--- config.mk ---
export PLATFORM = sky130hd
export DESIGN_NAME = axis_frame_replay_buffer
export DESIGN_NICKNAME = d
export VERILOG_FILES = /design/src/rtl/axis_frame_replay_buffer.sv
export SDC_FILE = /design/constraint.sdc
export NUM_CORES = 1
export LEC_CHECK = 0
export ABC_AREA = 0
export CAP_MARGIN = 20
export CORE_UTILIZATION = 55
export DETAILED_ROUTE_END_ITERATION = 16
export PLACE_DENSITY = 0.72
export SYNTH_ARGS = -nofsm -noshare
export SYNTH_HDL_FRONTEND = slang
export SYNTH_SLANG_ARGS = --single-unit
--- constraint.sdc ---
create_clock -name axi_clock_i -period 5.22 [get_ports axi_clock_i]
set_clock_uncertainty 0.15 [all_clocks]
set_input_delay 1.044 -clock axi_clock_i [delete_from_list [all_inputs] [get_ports axi_clock_i]]
set_output_delay 1.044 -clock axi_clock_i [all_outputs]
set_load 0.01 [all_outputs]
--- src/rtl/axis_frame_replay_buffer.sv ---
// AXI-Stream frame buffer: captures one input frame into registers,
// then replays it PASSES times on the master side.
module axis_frame_replay_buffer #(
    parameter int DATA_WIDTH = 32,
    parameter int DEPTH      = 16,
    parameter int PASSES     = 3,
    localparam int ADDR_W    = $clog2(DEPTH),
    localparam int PASS_W    = $clog2(PASSES + 1)
) (
    input  logic                  axi_clock_i,
    input  logic                  axi_reset_i,
    input  logic                  s_axis_valid_i,
    input  logic [DATA_WIDTH-1:0] s_axis_data_i,
    input  logic                  s_axis_last_i,
    output logic                  s_axis_ready_o,
    input  logic                  m_axis_ready_i,
    output logic                  m_axis_valid_o,
    output logic [DATA_WIDTH-1:0] m_axis_data_o,
    output logic                  m_axis_last_o,
    output logic [PASS_W-1:0]     m_axis_pass_o,
    output logic [ADDR_W:0]       frame_len_o,
    output logic                  overflow_o
);

    localparam logic [ADDR_W:0]   DEPTH_C   = (ADDR_W + 1)'(DEPTH);
    localparam logic [PASS_W-1:0] PASS_LAST = PASS_W'(PASSES - 1);

    typedef enum logic {
        FILL,
        REPLAY
    } state_t;

    state_t                state;
    state_t                state_nxt;
    logic                  armed;
    logic [ADDR_W:0]       wr_cnt;
    logic [ADDR_W-1:0]     rd_ptr;
    logic [PASS_W-1:0]     pass_cnt;
    logic [ADDR_W:0]       frame_len;
    logic                  overflow;
    logic                  full;
    logic                  in_xfer;
    logic                  out_xfer;
    logic                  rd_last;
    logic [DATA_WIDTH-1:0] mem [DEPTH];

    // armed holds input ready low until the first clock after reset release
    assign in_xfer  = (state == FILL) && armed && s_axis_valid_i;
    assign out_xfer = (state == REPLAY) && m_axis_ready_i;
    assign full     = (wr_cnt == DEPTH_C);
    assign rd_last  = ({1'b0, rd_ptr} == frame_len - 1'b1);

    assign m_axis_pass_o = pass_cnt;
    assign frame_len_o   = frame_len;
    assign overflow_o    = overflow;

    always_comb begin
        state_nxt      = state;
        s_axis_ready_o = 1'b0;
        m_axis_valid_o = 1'b0;
        m_axis_data_o  = '0;
        m_axis_last_o  = 1'b0;
        unique case (state)
            FILL: begin
                s_axis_ready_o = armed;
                if (in_xfer && s_axis_last_i)
                    state_nxt = REPLAY;
            end
            REPLAY: begin
                m_axis_valid_o = 1'b1;
                m_axis_data_o  = mem[rd_ptr];
                m_axis_last_o  = rd_last;
                if (out_xfer && rd_last && pass_cnt == PASS_LAST)
                    state_nxt = FILL;
            end
            default: state_nxt = FILL;
        endcase
    end

    always_ff @(posedge axi_clock_i or posedge axi_reset_i) begin
        if (axi_reset_i) begin
            state     <= FILL;
            armed     <= 1'b0;
            wr_cnt    <= '0;
            rd_ptr    <= '0;
            pass_cnt  <= '0;
            frame_len <= '0;
            overflow  <= 1'b0;
        end else begin
            state <= state_nxt;
            armed <= 1'b1;
            if (in_xfer) begin
                // beats past DEPTH are swallowed so the source never stalls
                if (full)
                    overflow <= 1'b1;
                else
                    wr_cnt <= wr_cnt + 1'b1;
                if (s_axis_last_i) begin
                    wr_cnt    <= '0;
                    frame_len <= full ? DEPTH_C : wr_cnt + 1'b1;
                end
            end
            if (out_xfer) begin
                if (rd_last) begin
                    rd_ptr   <= '0;
                    pass_cnt <= (pass_cnt == PASS_LAST) ? '0 : pass_cnt + 1'b1;
                end else begin
                    rd_ptr <= rd_ptr + 1'b1;
                end
            end
        end
    end

    always_ff @(posedge axi_clock_i) begin
        if (in_xfer && !full)
            mem[wr_cnt[ADDR_W-1:0]] <= s_axis_data_i;
    end

endmodule

Word level (Yosys, flattened, before mapping)
Memories as Yosys holds them, arrays and structs flattened.
Cells that the tools add are included.

storage, ports and cells
  bits in registers = 19
  RAM bits = 512
  input port bits = 37
  memories = 1

operators by class
  $add $sub $neg = 4
  eq/ne operators = 4
  mux-type cells = 14
  bitwise gates (word level) = 1
  reduce and logical (&&, ||, !) cells = 12

memories
  memory  depth  bits a word  read ports  clocked after memory_dff  write ports  line  RTL
  mem     16     32           1           0                         1            45    logic [DATA_WIDTH-1:0] mem [DEPTH];

operator list
  kind                 number
  $mux 32              1
  $mux 5               3
  $reduce_and 2->1     4
  $logic_and 1x1->1    7
  $mux 1               7
  $add 5x1->5 const B  1
  $eq 4x5->1           1
  $eq 5x5->1 const B   1
  $sub 5x1->5 const B  1
  $add 4x1->4 const B  1
  $mux 4               1
  $add 2x1->2 const B  1
  $eq 2x2->1 const B   1
  $mux 2               1
  $ne 2x2->1 const B   1
  $pmux 1 s2           1
  $logic_not 1->1      1
  $not 1->1            1

Longest topological paths before layout
  depth in word-level cells = 6
  mapped depth = 8

Least setup slack after synthesis
No wires, ideal clock.

  kind = in2reg
  start point = input s_axis_valid_i
  end point = memory mem[15][0], enable pin
  setup time = 0.421 ns
  data arrival time = 2.573 ns
  required time = 4.649 ns
  path slack = 2.076 ns
  stages = 2
  path buffers = 0
  path through = nand2_1 nor2_1

between the ends
  longest elaborated chain between the ends = 4

ends and longest elaborated chain
  item                          line  RTL
  from (decl)                   12    input logic s_axis_valid_i,
  $logic_and 1x1->1             48    assign in_xfer = (state == FILL) && armed && s_axis_valid_i;
  $logic_and 1x1->1             115   if (in_xfer && !full)
  $mux 1                        115
  $mux 1 (implied by the code)  116   mem[wr_cnt[ADDR_W-1:0]] <= s_axis_data_i;
  to (decl)                     45

Every way passes these cells.

Worst setup path in the final report
  start point = register rd_ptr[1]
  end point = output m_axis_data_o[31]

between the ends
  longest elaborated chain between the ends = 2

ends and longest elaborated chain
  item                    line  RTL
  from (decl)             37    logic [ADDR_W-1:0] rd_ptr;
  from (signal assigned)  108   rd_ptr <= rd_ptr + 1'b1;
  $mem_v2 16x32           n/a
  $mux 32                 63    unique case (state)
  to (decl)               18    output logic [DATA_WIDTH-1:0] m_axis_data_o,

Every way passes these cells.

==> flow_results.org <==
** Drt
- For this run, the detailed router's first-pass iteration total came to 5.
- After detailed routing, the number of remaining DRC violations is 0.
- In this run, the number of DRC markers left after iteration 0 of detailed routing was 964.
- After detailed routing, the average wire length per cell comes to 26.41 µm.
- The routed layout has around 10000 vias.
- Final WL :: between 40000 and 50000 µm
- In the routed layout, each cell is associated on average with a via count of approximately 6.1.
- Final antenna-violating net count :: 0

** Timing
- In the finished design, the share of the clock period the worst path needs comes to 0.9077.
- The number of endpoints with negative hold slack in the final report came to 0.
- Across all setup checks in the final design, the least slack found is 482.0 ps.
- Hold is met by just over 300 ps.
- RSZ-0062 raised after global routing :: false
- Slew at the pin with the worst max-slew slack :: approximately 950 ps
- Subtracting the final worst setup slack from the clock period gives around 4700 ps.
- Max frequency :: 211.1 MHz
- Final-report setup violation count :: 0
- Adding up every negative setup slack in the final design gives 0 ps.
- Relative slew margins :: 0.3633
- Final slew viol count :: 0

** Worst setup path
- Critical path capture point type :: output pin
- On the worst path, the slowest cell contributes a delay of 860 ps.
- Register-to-register setup slack :: 2150 ps
- Data arrives at the worst endpoint at ~3500 ps.
- At the worst endpoint, the required time is 4030 ps.
- The worst setup path is launched from a flip-flop.
- Kind of cell with the highest combined delay on the critical path :: compound AO/OA/AOI/OAI gates
- The worst setup path is of the flip-flop to output pin kind.
- The largest individual stage delay along the critical path comes from the cell sky130_fd_sc_hd__dfrtp_4.
- Cell chain of the critical path :: nand2b_1, a211oi_1, a311oi_1, a21oi_1, o21ai_1, clkdlybuf4s50_1
- Of all nets on the critical path, the largest fanout is ~40.
- Crit path buf inv count :: 1

** CTS
- In this run, CTS created clock tree buffers numbering between 50 and 60.
- Buffer depth of the longest clock path :: 3
- CTS hold repair buffers :: 0
- Number of H-tree branching levels :: 2
- Total clock sinks :: roughly 530
- Clock tree synthesis selected as its root buffer the cell sky130_fd_sc_hd__clkbuf_16.
- Clock-pin slew was measured on the worst setup and hold paths at about 60 ps.
- After clock tree synthesis, the repair step resized 0 gates.
- For the worst-skew pair, the clock arrives at the later sink with an insertion delay of 580 ps.
- The number of setup buffers added after CTS is 0.
- TritonCTS built the clock tree.

** Run status
- The flow ran to the end, and the final reports show no timing, DRC or antenna violations.

** Yosys
- In this run the cell area of the synthesized design comes to 20760 µm².
- The Yosys step of the flow raised 0 warnings.
- Counting flops and latches in the post-synthesis netlist gives between 500 and 600.
- Of the synthesized area, sequential elements account for 0.7636.
- Mean cell area of the mapped netlist :: around 21 µm²
- Counting flops with a built-in enable in the synthesized netlist gives approximately 510.
- Synthesis instantiated 54 different standard cells from the library.
- For this run, the leading register cell type out of synthesis is sky130_fd_sc_hd__edfxtp_1.
- Net count of the mapped netlist :: 1034
- Async S/R FF share, synth :: 0.03578
- Cell count after synthesis :: slightly below 1000

** GRT
- Largest net degree at the start of global routing :: 42
- For this run, the total global-route usage over all layers was measured as 0.2339.
- The first global-routing pass estimated between 60000 and 70000 µm of wire.
- The number of global-route vias before repair is approximately 10000.
- Antenna violations before repair :: 1
- Summed over all layers, the global routing overflow is 0.

** Final layout
- Storage element area :: around 16000 µm²
- Total of fill cells in the finished design :: 2451
- Area of the multi-input gates :: 4569 µm²
- The library cell used most frequently in the layout, excluding fill and tap cells, is sky130_fd_sc_hd__edfxtp_1.
- Number of nets in the finished design :: about 1100
- Top library cells by usage in the layout, fill and taps aside :: 512 x sky130_fd_sc_hd__edfxtp_1, 111 x sky130_fd_sc_hd__mux4_2, 79 x sky130_fd_sc_hd__clkdlybuf4s50_1
- In the final layout, the share of cells above drive strength 1 is 0.2153.
- P&R area growth vs syn :: 14.61%

** Placement
- Before CTS, the worst setup slack after placement is roughly 1100 ps.
- The count of buffers added on input and output ports is 79.
- At the end of routability-driven placement, the weighted congestion stood at about 0.77.
- The HPWL after detailed placement is ~25000 µm.

** Power
- The share of total power dissipated in the clock network is 0.290.
- Of the total power, the share spent switching nets is 0.2924.
- In this run the static leakage power is about 7.7 nW.
- The internal power of the cells totals between 8 and 9 mW.
- In this run the power density over the cells is ~510 nW/µm².
- IR analysis of the VDD net gives a maximum drop of around 290 µV.
- Comb power frac :: 0.302
- Of the total power, registers draw 0.408.
- In this run the power spent charging and discharging nets is 3.562 mW.

** Die
- The floorplan step set the die width to between 150 and 200 µm.
- The die is 196.3 µm tall.
- Full die area :: a little under 40000 µm²
- The floorplan step defined a core boundary enclosing between 30000 and 40000 µm².
- Starting Density :: 0.5629
- The initialized floorplan defines 70 standard-cell rows.
- Boundary Pins :: 80

** Run
- Max-Cap Viols :: 0

** Hold path
- Path type of the worst min-delay path :: flip-flop to flip-flop
## cells by family after synthesis
kind of cell | synth area share
buffers and inverters | 0.01748
other | 0.0001807
adder cells (fa/ha/maj) | 0.003617
AO/OA/AOI/OAI | 0.03279
flip-flops | 0.7636
AND/OR/NAND/NOR | 0.02966
XOR/XNOR | 0.003738
multiplexers | 0.1489
## layout make-up
type | count | area share
clock inverter | 24 | 0.006575
inverter | 7 | 0.001105
multi-input combinational | 398 | 0.1921
clock buffer | 72 | 0.06133
timing repair buffer | 115 | 0.04566
antenna | 1 | 0.0001052
sequential | 531 | 0.6666
tap | 504 | 0.02651
## per-layer routing
metal	GRT usage	share of wire
met1	0.3327	0.41
met5	0	0
met3	0.03421	0.073
met2	0.3815	0.50
met4	0.06742	0.023
## path summary, 6_finish.rpt
path / start / depth (start not counted) / endpoint
setup / recovery: rd_ptr[1]$_DFFE_PP0P_ / 6 / m_axis_data_o[31]
hold / removal: overflow_o$_DFFE_PP0P_ / 1 / overflow_o$_DFFE_PP0P_
setup reg to reg: state$_DFF_PP0_ / 5 / mem[5][10]$_DFFE_PP_
hold reg to reg: overflow_o$_DFFE_PP0P_ / 1 / overflow_o$_DFFE_PP0P_
max in group asynchronous: axi_reset_i / 2 / rd_ptr[0]$_DFFE_PP0P_
min in group asynchronous: axi_reset_i / 2 / overflow_o$_DFFE_PP0P_
## sequential cells by signal, summed over array words and instances, names as in the netlist
register	count
armed	1
rd_ptr	4
m_axis_pass_o	2
mem	512
overflow_o	1
state	1
wr_cnt	5
frame_len_o	5
## cells in the mapped netlist, types with 2 or more instances
cell,count,share of area
sky130_fd_sc_hd__o21ai_0,10,0.0024
sky130_fd_sc_hd__xor2_1,4,0.0017
sky130_fd_sc_hd__nor2b_1,13,0.0039
sky130_fd_sc_hd__o22ai_1,15,0.0045
sky130_fd_sc_hd__nor2_1,11,0.0020
sky130_fd_sc_hd__ha_1,6,0.0036
sky130_fd_sc_hd__inv_1,6,0.0011
sky130_fd_sc_hd__mux2_4,2,0.0014
sky130_fd_sc_hd__o21ai_1,9,0.0022
sky130_fd_sc_hd__or3_1,2,0.00060
sky130_fd_sc_hd__a32oi_1,8,0.0034
sky130_fd_sc_hd__a311oi_1,9,0.0038
sky130_fd_sc_hd__mux4_2,111,0.12
sky130_fd_sc_hd__and2_1,15,0.0045
sky130_fd_sc_hd__a22oi_1,9,0.0033
sky130_fd_sc_hd__dfrtp_1,19,0.023
sky130_fd_sc_hd__a21o_1,3,0.0011
sky130_fd_sc_hd__mux2i_1,56,0.027
sky130_fd_sc_hd__a21oi_1,13,0.0031
sky130_fd_sc_hd__xnor2_1,3,0.0013
sky130_fd_sc_hd__nor3_1,3,0.00072
sky130_fd_sc_hd__nand4_1,8,0.0024
sky130_fd_sc_hd__nand3_1,5,0.0012
sky130_fd_sc_hd__nand2b_1,4,0.0012
sky130_fd_sc_hd__a211oi_1,9,0.0033
sky130_fd_sc_hd__nand2_1,40,0.0072
sky130_fd_sc_hd__o211ai_1,9,0.0033
sky130_fd_sc_hd__buf_4,4,0.0014
sky130_fd_sc_hd__edfxtp_1,512,0.74
sky130_fd_sc_hd__and4_1,3,0.0013
sky130_fd_sc_hd__buf_6,11,0.0060
sky130_fd_sc_hd__clkbuf_1,21,0.0038
sky130_fd_sc_hd__buf_2,16,0.0039
sky130_fd_sc_hd__o31ai_1,2,0.00072
## worst reg2reg max path, cell delays in order (launching register included)
cell	delay (ps)
sky130_fd_sc_hd__dfrtp_1	480
sky130_fd_sc_hd__nor2b_1	220
sky130_fd_sc_hd__nand2_1	290
sky130_fd_sc_hd__nor3b_1	390
sky130_fd_sc_hd__and2_2	810
sky130_fd_sc_hd__buf_4	390
## power by group through the flow
stage / combinational (mW) / sequential (mW) / clock, mW
floorplan: 2.51 / 4.91 / 0
global placement: 3.69 / 5.06 / 0
detailed placement: 3.71 / 5.07 / 0
CTS: 3.73 / 4.98 / 3.60
global route: 3.95 / 4.99 / 3.74
finish: 3.68 / 4.97 / 3.53
## per-stage QoR
step,cell area [µm²],utilization,power [mW],cells
4_1_cts,23790,0.6451,12.30,1651
2_1_floorplan,20760,-,7.419,991
5_1_grt,23790,0.6451,12.68,1651
3_5_place_dp,22170,0.6013,8.777,1555
3_3_place_gp,22170,0.6013,8.746,1555
6_report,23790,0.6451,12.18,1652
(Power assumes the default switching activity.)
